File: src/rtl/packet_decoder.sv
// packet_decoder: framed byte-stream receiver with address filter, payload streaming and parity/truncation reporting
module packet_decoder #(
  parameter logic [7:0] MY_ADDR = 8'hAA,
  parameter logic [7:0] BCAST_ADDR = 8'hFF,
  parameter bit FILTER_EN = 1'b1
) (
  input  logic       clk,
  input  logic       rst,
  input  logic [7:0] packet_in,
  input  logic       packet_valid,
  output logic [7:0] dest_addr_out,
  output logic [7:0] payload_size_out,
  output logic [7:0] payload_dout,
  output logic       payload_valid,
  output logic       pkt_done,
  output logic       addr_match,
  output logic       parity_err,
  output logic       trunc_err,
  output logic       busy
);
  typedef enum logic [1:0] {ADDR, SIZE, PAYLOAD, PARITY} state_t;
  state_t state, state_nx;
  logic [7:0] xor_q, cnt;
  logic match_q, hit;
  always_comb begin
    hit = !FILTER_EN || packet_in == MY_ADDR || packet_in == BCAST_ADDR;
    state_nx = !packet_valid ? ADDR :
               state == ADDR ? SIZE :
               state == SIZE ? (packet_in == 8'd0 ? PARITY : PAYLOAD) :
               state == PAYLOAD ? (cnt == 8'd1 ? PARITY : PAYLOAD) : ADDR;
  end
  always_ff @(posedge clk) begin
    if (rst) begin
      state <= ADDR;
      xor_q <= '0;
      cnt <= '0;
      match_q <= 1'b0;
      dest_addr_out <= '0;
      payload_size_out <= '0;
      payload_dout <= '0;
      payload_valid <= 1'b0;
      pkt_done <= 1'b0;
      addr_match <= 1'b0;
      parity_err <= 1'b0;
      trunc_err <= 1'b0;
      busy <= 1'b0;
    end else begin
      state <= state_nx;
      busy <= state_nx != ADDR;
      payload_valid <= 1'b0;
      pkt_done <= 1'b0;
      trunc_err <= packet_valid ? 1'b0 : state != ADDR;
      if (packet_valid) begin
        case (state)
          ADDR: begin
            dest_addr_out <= packet_in;
            xor_q <= packet_in;
            match_q <= hit;
          end
          SIZE: begin
            payload_size_out <= packet_in;
            xor_q <= xor_q ^ packet_in;
            cnt <= packet_in;
          end
          PAYLOAD: begin
            xor_q <= xor_q ^ packet_in;
            cnt <= cnt - 8'd1;
            payload_valid <= match_q;
            payload_dout <= match_q ? packet_in : payload_dout;
          end
          default: begin
            pkt_done <= 1'b1;
            addr_match <= match_q;
            parity_err <= packet_in != xor_q;
          end
        endcase
      end
    end
  end
endmodule

File: config.mk
export PLATFORM = sky130hd
export DESIGN_NAME = packet_decoder
export DESIGN_NICKNAME = d
export VERILOG_FILES = /design/src/rtl/packet_decoder.sv
export SDC_FILE = /design/constraint.sdc
export NUM_CORES = 1
export LEC_CHECK = 0
export BUFFER_PORTS_ARGS = -buffer_cell sky130_fd_sc_hd__buf_2
export CORE_ASPECT_RATIO = 1.5
export CORE_MARGIN = 2
export CORE_UTILIZATION = 35
export CTS_BUF_LIST = sky130_fd_sc_hd__clkbuf_16
export DETAILED_ROUTE_END_ITERATION = 12
export MAX_ROUTING_LAYER = met4
export SLEW_MARGIN = 20
export SYNTH_ARGS = -nofsm -noshare
export SYNTH_HDL_FRONTEND = slang
export SYNTH_SLANG_ARGS = --single-unit
File: constraint.sdc
create_clock -name clk -period 1.85 [get_ports clk]
set_input_delay 0.0925 -clock clk [delete_from_list [all_inputs] [get_ports clk]]
set_output_delay 0.0925 -clock clk [all_outputs]
set_load 0.005 [all_outputs]
==> metrics.yaml, run 1 <==
synth.distinct_cells: 40
synth-seq-cells: 49
finClkSkew_ns: 0.002484
residual_antenna_violating_net_count_after_detailed_routing: 0
synth_xor_xnor_area_share_pct: 3.067
hpwlAfterDp_um: 3767
clock_insertion_delay_worst_skew_ns: 0.29
critPathMaxStageDelay_ns: 0.38
crit_slowest_cell: "dfxtp_1"
gp_routability_congestion: 0.8615
finalNetCount: 331
detail_route.wirelength_um: 5450
netlist.top_cell.by_area: "dfxtp_1"
fin_total_pwr_mw: 2.280
design.portCount: 41
edff_count_synth: 0
synth_area_um2: 2285
globalRouteOverflowTotal: 0
ir_drop_mv: 0.3728
synthAdderAreaFrac_pct: 3.286
routedWlPerCell_um: 13.94
drc: 0
totalNegativeSetupSlack_ns: 0
timing_hold_violations_final: 0
postSynthAreaPerCell_um2: 8.045
main_combinational_cell_family_by_area_after_synthesis: "simple AND/OR/NAND/NOR gates"
dieWidth_um: 69.97
leakage_nw: 1.049
run_status: "completed"
synth_most_common_cell: "nand2_1"
cts-root-buf: "clkbuf_16"
tritoncts_num_sinks: 49
critPathBufInv: 1
rows: 36
dr.pass1.iters: 4
grt_max_degree: 28
maxClockFrequency_mhz: 602.3
timing.critical_path.max_delay_family: "simple AND/OR/NAND/NOR gates"
cts.htree.levels: 2
worst_path_arrival_time_ns: 1.89
post_synth_and_or_nand_nor_area_fraction_pct: 24.15
initial_antenna_violation_count: 0
grt_pass1_wl_um: 8832
critical_path_class: "register to register"
worst_ep_required_time_ns: 2.08
tritoncts: "built"
drv_slew: 0
asyncSetResetFlopFracSynth_pct: 0
cts_inserted_buffers: 5
layout_worst_path_cycle_share_pct: 89.75
max_cap_viol_count: 0
synthFlopType: "dfxtp_1"
synth.area.mux_share_pct: 3.505
timing.final.setup_violations: 0
areaGrowthSynthToFinish_pct: 15.33
dr.first_iter.drc_count: 73
synth_seq_area_share_pct: 42.94
clock_path_buffers: 2
synth-compound-area-share_pct: 16.81
yosysWarnings: 0
post-cts-setup-buffers: 0
die_height_um: 103.0
synth.top_cells.by_area: "dfxtp_1, nand2_1, a21oi_1"
start_util_pct: 35.72
timing.slew.headroom_pct: 65.40
min_period_ns: 1.660
placement.cell_area_um2: 2499
postLayoutCellArea_um2: 2635
vias: 1957
placement.io_buffers: 40
grtUsageTotal_pct: 16.05
startpoint_type: "register"
rsz0062_at_grt: "no"
worstPathCellList: "inv_1 > ha_1 > and2_1 > nor2_1 > a211oi_1 > o311a_1"
routed_via_density: 5.005
first_global_vias: 1829
diodes: 0
timing.critical_path.to_type: "register"
post_cts.resized_instances: 0
postSynthNetCount: 301
drive_gt1_share_pct: 17.14
postCtsHoldBufs: 0
yosys-top-cells-count: "nand2_1, dfxtp_1, a21oi_1"
clk_transition_reported_paths_ns: 0.06
crit_fanout: 11
hold_path_class: "primary input to register"
floorplan.die_area_um2: 7203
slew_at_the_pin_closest_to_its_max_slew_limit_ns: 0.5190
synth_top_area_share_pct: 42.94
p_per_area_nw_per_um2: 865.2
floorplan.core_area_um2: 6396
syn-instance-count: 284
## state kept, by name, indices dropped and copies added, names as in the netlist
signal and cells:
addr_match 1, busy 1, cnt 8, dest_addr_out 8, match_q 1, parity_err 1, payload_dout 8, payload_size_out 8
payload_valid 1, pkt_done 1, state 2, trunc_err 1, xor_q 8
## routing by layer
metal	GRT usage, %	part of all wire (%)	up-vias
li1	-	-	1024
met1	17.40	44	893
met2	28.42	50	33
met3	2.933	3.2	7
met4	7.544	2.1	0
met5	-	0	-
## worst reg2reg max path, delay by kind of cell (launching register included)
kind | cells | cell delay (ns)
AND/OR/NAND/NOR | 2 | 0.44
AO/OA/AOI/OAI | 2 | 0.41
flip-flops | 1 | 0.38
adder cells (fa/ha/maj) | 1 | 0.29
buffers and inverters | 1 | 0.08
## stage by stage
stage | util (%) | std cells | setup slack (ns) | hold WS (ns)
final | 41.20 | 391 | 0.1897 | 0.1582
after global routing | 41.20 | 391 | 0.04197 | 0.1572
after CTS | 41.20 | 391 | 0.1943 | 0.1562
after detailed placement | 39.06 | 383 | 0.2086 | 0.4446
after global placement | 39.06 | 383 | 0.2377 | 0.4388
after floorplan | - | 284 | 0.2967 | 0.2694
## kinds of logic after synthesis
group | Yosys count
multiplexers | 8
AND/OR/NAND/NOR | 119
XOR/XNOR | 8
buffers and inverters | 26
adder cells (fa/ha/maj) | 6
flip-flops | 49
AO/OA/AOI/OAI | 68
## layout by cell type, fill, tap and decap left out, types with 2 or more instances in the layout
master / n
nor4_1: 3
o21ai_0: 12
and2_1: 3
mux2i_1: 8
buf_4: 3
nand3_1: 5
buf_2: 40
dfxtp_1: 49
a21oi_1: 41
ha_1: 6
nor3_1: 8
xnor2_1: 7
o211ai_1: 2
inv_1: 7
a21o_1: 2
nor2_1: 10
a211oi_1: 3
nand2_1: 68
nor2b_1: 9
clkbuf_16: 5
nand4_1: 4
## layout make-up
cell class                      instances  area, µm²
Clock buffer                            5      125.1
Clock inverter                          3      11.26
Fill cell                             660       3761
Inverter                                5      18.77
Multi-Input combinational cell        209       1161
Sequential cell                        49      980.9
Tap cell                               76      95.09
Timing Repair Buffer                   44      242.7
## report_power, final
part           internal (mW)  switching [mW]
clock                  0.487           0.372
sequential              1.10          0.0349
combinational          0.119           0.168
## path summary, 6_finish.rpt
check,from,cells after the start,endpoint,slack (ns)
min,packet_in[7],3,payload_size_out[7],0.16
max,state[0],6,cnt[7],0.19
max reg2reg,state[0],6,cnt[7],0.19
min reg2reg,dest_addr_out[4],2,dest_addr_out[4],0.45
(Power assumes the default switching activity.)
==> run 2, diff against run 1 <==
--- a/config.mk
+++ b/config.mk
@@ -10,9 +10,11 @@
 export CORE_MARGIN = 2
 export CORE_UTILIZATION = 35
 export CTS_BUF_LIST = sky130_fd_sc_hd__clkbuf_16
+export CTS_CLUSTER_SIZE = 16
 export DETAILED_ROUTE_END_ITERATION = 12
 export MAX_ROUTING_LAYER = met4
-export SLEW_MARGIN = 20
+export PLACE_DENSITY_LB_ADDON = 0.12
+export SLEW_MARGIN = 15
 export SYNTH_ARGS = -nofsm -noshare
 export SYNTH_HDL_FRONTEND = slang
 export SYNTH_SLANG_ARGS = --single-unit
==> run 2 against run 1 <==
Routed wire length increased by 11%. Count of clock-buffer cells in the layout unchanged. Clock power increased by 2.6%. First-iteration DRC count increased by 41%. Global-route usage increased by 1.6 points. Critical path depth decreased by 1. Combinational power increased by 5%. Critical path type unchanged. Highest routed layer unchanged.
==> metrics.yaml, run 2 (synthesis gave the netlist of run 1 again) <==
met2_length_um: 3141  # +15%
worst_r2r_path_depth: 5  # -1
timing.final.setup_violations: 0  # unchanged
timing.slew.headroom_pct: 65.78  # +0.37 points
post-cts-setup-buffers: 0  # unchanged
tritoncts_num_sinks: 49  # unchanged
hold_path_class: "primary input to register"
initial_antenna_violation_count: 0  # unchanged
critPathMaxStageDelay_ns: 0.49  # +0.11 ns
die_height_um: 103.0  # unchanged
detail_route.wirelength_um: 6061  # +11%
holdPathStages: 2  # -1
finClkSkew_ns: 0.001817  # -0.0006668 ns
drc: 0  # unchanged
crit_slowest_cell: "or3b_2"
clk_transition_reported_paths_ns: 0.06  # about the same
grt_pass1_wl_um: 9646  # +9.2%
dieWidth_um: 69.97  # unchanged
highest_metal_layer_with_signal_wires: "met4"
timing.critical_path.max_delay_family: "simple AND/OR/NAND/NOR gates"
critical_path_depth: 5  # -1
drv_slew: 0  # unchanged
residual_antenna_violating_net_count_after_detailed_routing: 0  # unchanged
critical_path_class: "register to register"
drive_gt1_share_pct: 19.12  # +2.0 points
routedWlPerCell_um: 15.34  # +10%
timing.reg2reg.setup_slack_ns: 0.15  # -0.04 ns
grtUsageTotal_pct: 17.65  # +1.6 points
cts.htree.levels: 2  # unchanged
max_cap_viol_count: 0  # unchanged
ir_drop_mv: 0.4847  # +30%
worst_ep_required_time_ns: 2.00  # -0.08 ns
globalRouteOverflowTotal: 0  # unchanged
timing.critical_path.to_type: "register"
routed_via_density: 5.165  # +3.2%
start_util_pct: 35.72  # unchanged
placement.io_buffers: 40  # unchanged
clock_insertion_delay_worst_skew_ns: 0.28  # about the same
crit_fanout: 6  # -5
critPathBufInv: 1  # unchanged
run_status: "completed"
fin_worst_hold_slack_ns: 0.1540  # -0.004217 ns
rows: 36  # unchanged
worstPathCellList: "inv_1 > ha_1 > or3b_2 > o311ai_0 > a311oi_1"
finalWorstSetupSlack_ns: 0.1483  # -0.04139 ns
clock_path_buffers: 2  # unchanged
p_per_area_nw_per_um2: 871.5  # +0.73%
hpwlAfterDp_um: 4244  # +13%
gp_routability_congestion: 0.8490  # -1.5%
slew_at_the_pin_closest_to_its_max_slew_limit_ns: 0.5134  # -0.005624 ns
layout_commonest_cell: "nand2_1"
first_global_vias: 1866  # +2.0%
worst_path_arrival_time_ns: 1.86  # -0.03 ns
min_period_ns: 1.702  # +0.04139 ns
vias: 2040  # +4.2%
place_worst_setup_slack_ns: 0.1420  # -0.06661 ns
layout_common_cells: "nand2_1, dfxtp_1, a21oi_1"
cts_inserted_buffers: 5  # unchanged
finalNetCount: 335  # +1.2%
floorplan.core_area_um2: 6396  # unchanged
tritoncts: "built"
layout_worst_path_cycle_share_pct: 91.99  # +2.2 points
dr.first_iter.drc_count: 103  # +41%
totalNegativeSetupSlack_ns: 0  # unchanged
design.portCount: 41  # unchanged
wirelength_met1_um: 2526  # +4.3%
cts-root-buf: "clkbuf_16"
rsz0062_at_grt: "no"
dr.pass1.iters: 4  # unchanged
maxClockFrequency_mhz: 587.6  # -2.4%
diodes: 0  # unchanged
leakage_nw: 1.061  # +1.1%
length_of_routed_met3_wiring_um: 301  # +75%
grt_max_degree: 23  # -18%
floorplan.die_area_um2: 7203  # unchanged
timing_hold_violations_final: 0  # unchanged
areaGrowthSynthToFinish_pct: 16.27
startpoint_type: "register"
==> run 2: worst paths after layout <==
path                               to                 from
hold / removal              trunc_err         packet_valid
setup / recovery               cnt[6]               cnt[0]
hold reg to reg   payload_size_out[3]  payload_size_out[3]
setup reg to reg               cnt[6]               cnt[0]
==> run 2: per-layer routing <==
layer / track usage, % / vias to the layer above
met3: 3.030 / 6
met5: - / -
met4: 7.101 / 0
li1: - / 1034
met1: 20.71 / 948
met2: 30.11 / 52
==> run 2: area by class of cell <==
class | instances | area [µm²]
timing repair buffer | 48 | 260.3
multi-input combinational | 209 | 1162
clock inverter | 3 | 13.76
clock buffer | 5 | 125.1
fill | 675 | 3740
inverter | 5 | 18.77
sequential | 49 | 980.9
tap | 76 | 95.09
==> run 2: where the power goes <==
part	internal (mW)	total [mW]	leakage (nW)	switching, mW
clock network	0.492	0.881	0.0748	0.389
registers	1.10	1.13	0.399	0.0342
logic	0.121	0.301	0.586	0.180
total	1.71	2.32	1.06	0.603
==> run 2: stage by stage <==
step                      std cells  cell area [µm²]  util [%]  total power, mW
after floorplan                 284             2285         -            1.367
after global placement          387             2516     39.34            1.455
after detailed placement        387             2516     39.34            1.457
after CTS                       395             2655     41.51            2.341
after global routing            395             2656     41.53            2.417
final                           395             2656     41.53            2.315
==> run 2: repair_timing <==
action,4_1_cts,5_1_grt
gates resized for setup,0,1
endpoints found under the setup margin,0,1
hold buffers,0,0
==> run 3, diff against run 2 <==
--- a/config.mk
+++ b/config.mk
@@ -6,7 +6,7 @@
 export NUM_CORES = 1
 export LEC_CHECK = 0
 export BUFFER_PORTS_ARGS = -buffer_cell sky130_fd_sc_hd__buf_2
-export CORE_ASPECT_RATIO = 1.5
+export CORE_ASPECT_RATIO = 0.8
 export CORE_MARGIN = 2
 export CORE_UTILIZATION = 35
 export CTS_BUF_LIST = sky130_fd_sc_hd__clkbuf_16
==> run 3 against run 2 <==
First-iteration DRC count shrank 53%. Non-clock buffer count down 2. Maximum frequency is 0.91% higher. Sequential power hardly changed. Setup slack better by 0.015 ns. Critical path type unchanged. Highest routed layer is now met3.
==> metrics.yaml, run 3 (synthesis gave the netlist of run 1 again) <==
routedWlPerCell_um: 14.72  # -4.0%
first_global_vias: 1903  # +2.0%
drv_slew: 0  # unchanged
detail_route.wirelength_um: 5904  # -2.6%
p_per_area_nw_per_um2: 873.3  # +0.20%
diodes: 0  # unchanged
hpwlAfterDp_um: 3988  # -6.0%
timing.reg2reg.setup_slack_ns: 0.16  # +0.02 ns
timing.slew.headroom_pct: 65.91  # +0.13 points
crit_fanout: 6  # unchanged
initial_antenna_violation_count: 0  # unchanged
cts-root-buf: "clkbuf_16"
clock_path_buffers: 2  # unchanged
fill_cells: 697  # +3.3%
maxClockFrequency_mhz: 593.0  # +0.91%
clock_insertion_delay_worst_skew_ns: 0.28  # about the same
drive_gt1_share_pct: 18.30  # -0.83 points
hold_path_class: "primary input to register"
fin_total_pwr_mw: 2.319  # +0.15%
min_period_ns: 1.686  # -0.01529 ns
vias: 2002  # -1.9%
critical_path_class: "register to register"
drc: 0  # unchanged
worst_r2r_startpoint: "cnt[0]"
globalRouteOverflowTotal: 0  # unchanged
rows: 26  # -28%
dieWidth_um: 94.33  # +35%
floorplan.core_area_um2: 6344  # -0.82%
worst_path_arrival_time_ns: 1.84  # -0.02 ns
tritoncts: "built"
gp_routability_congestion: 0.8907  # +4.9%
run_status: "completed"
min_delay_worst_endpoint: "xor_q[0]"
ir_drop_mv: 0.4370  # -9.8%
clk_transition_reported_paths_ns: 0.07  # about the same
timing.critical_path.to_type: "register"
slew_at_the_pin_closest_to_its_max_slew_limit_ns: 0.5114  # -0.001974 ns
placed_cells: 393  # +1.6%
residual_antenna_violating_net_count_after_detailed_routing: 0  # unchanged
floorplan.die_area_um2: 7194  # -0.13%
design.portCount: 41  # unchanged
rsz0062_at_grt: "no"
finalNonFillerCells: 401  # +1.5%
start_util_pct: 36.02  # +0.30 points
grt_max_degree: 21  # -8.7%
finalNetCount: 333  # -0.60%
finClkSkew_ns: 0.003689  # +0.001871 ns
layout_commonest_cell: "nand2_1"
worst_reg2reg_path_endpoint: "cnt[6]"
layout_worst_path_cycle_share_pct: 91.16  # -0.83 points
tritoncts_num_sinks: 49  # unchanged
cts_inserted_buffers: 5  # unchanged
cts.htree.levels: 2  # unchanged
holdCritStartpoint: "packet_in[0]"
dr.pass1.iters: 4  # unchanged
grtUsageTotal_pct: 17.65  # about the same
dr.first_iter.drc_count: 48  # -53%
worst_ep_required_time_ns: 2.01  # about the same
routed_via_density: 4.993  # -3.3%
post-cts-setup-buffers: 0  # unchanged
grt_pass1_wl_um: 9770  # +1.3%
worst_r2r_path_depth: 5  # unchanged
holdPathStages: 3  # +1
postCtsHoldBufs: 0  # unchanged
placement.io_buffers: 40  # unchanged
timing_hold_violations_final: 0  # unchanged
startpoint_type: "register"
leakage_nw: 1.044  # -1.6%
die_height_um: 76.27  # -26%
timing.final.setup_violations: 0  # unchanged
totalNegativeSetupSlack_ns: 0  # unchanged
post_cts.resized_instances: 0  # unchanged
layout_common_cells: "nand2_1, dfxtp_1, a21oi_1"
areaGrowthSynthToFinish_pct: 16.21  # about the same
max_cap_viol_count: 0  # unchanged
## run 3: cell count changes in the layout (fill, tap and decap cells not counted)
cell / previous run / this run
and2_1: 2 / 3
buf_4: 8 / 6
clkinv_2: 2 / 0
and2_2: 1 / 0
clkinvlp_4: 0 / 2
## run 3: power by group
group	switching [mW]	total [mW]	internal, mW
Sequential	0.0351	1.13	1.10
Combinational	0.173	0.291	0.118
Clock	0.397	0.893	0.496
Total	0.605	2.32	1.71
## run 3: cell type report
class                   instances  area [µm²]  area share, %
clock buffers                   5       125.1          4.713
repair buffers                 46       245.2          9.237
flip-flops and latches         49       980.9          36.95
inverters                       5       18.77         0.7069
multi-input cells             209        1161          43.73
clock inverters                 3       18.77         0.7069
well taps                      84       105.1          3.959
## run 3: worst max-delay path, stage by stage (launching register included)
cell and delay, ns:
dfxtp_1 0.35, inv_1 0.07, ha_1 0.19, or3b_2 0.48, o311ai_0 0.33, a311oi_1 0.14
## run 3: stage by stage
| step | setup slack (ns) | cell area, µm² | util [%] | hold slack, ns |
|---|---|---|---|---|
| 2_1_floorplan | 0.2967 | 2285 | - | 0.2694 |
| 3_3_place_gp | 0.2344 | 2511 | 39.59 | 0.4397 |
| 3_5_place_dp | 0.1536 | 2511 | 39.59 | 0.4452 |
| 4_1_cts | 0.1461 | 2655 | 41.85 | 0.1551 |
| 5_1_grt | 0.001506 | 2655 | 41.85 | 0.1669 |
| 6_report | 0.1636 | 2655 | 41.85 | 0.1576 |
## run 3: how the worst max path moves through the flow
stage	startpoint	to	slack, ns	cells after the start
after detailed placement	cnt[0]	cnt[6]	0.15	5
final	cnt[0]	cnt[6]	0.16	5
after floorplan	cnt[0]	cnt[6]	0.30	5
after global routing	cnt[0]	cnt[6]	0.002	5
after global placement	cnt[0]	cnt[6]	0.23	5
after CTS	cnt[0]	cnt[6]	0.15	5
## run 3: layer usage
metal	track usage, %	vias to the layer above	wire length (µm)	share of wire, %
li1	-	1029	-	-
met1	25.82	926	2986	51
met2	25.64	47	2577	44
met3	3.956	0	340	5.8
met4	2.319	0	0	0
met5	-	-	0	0
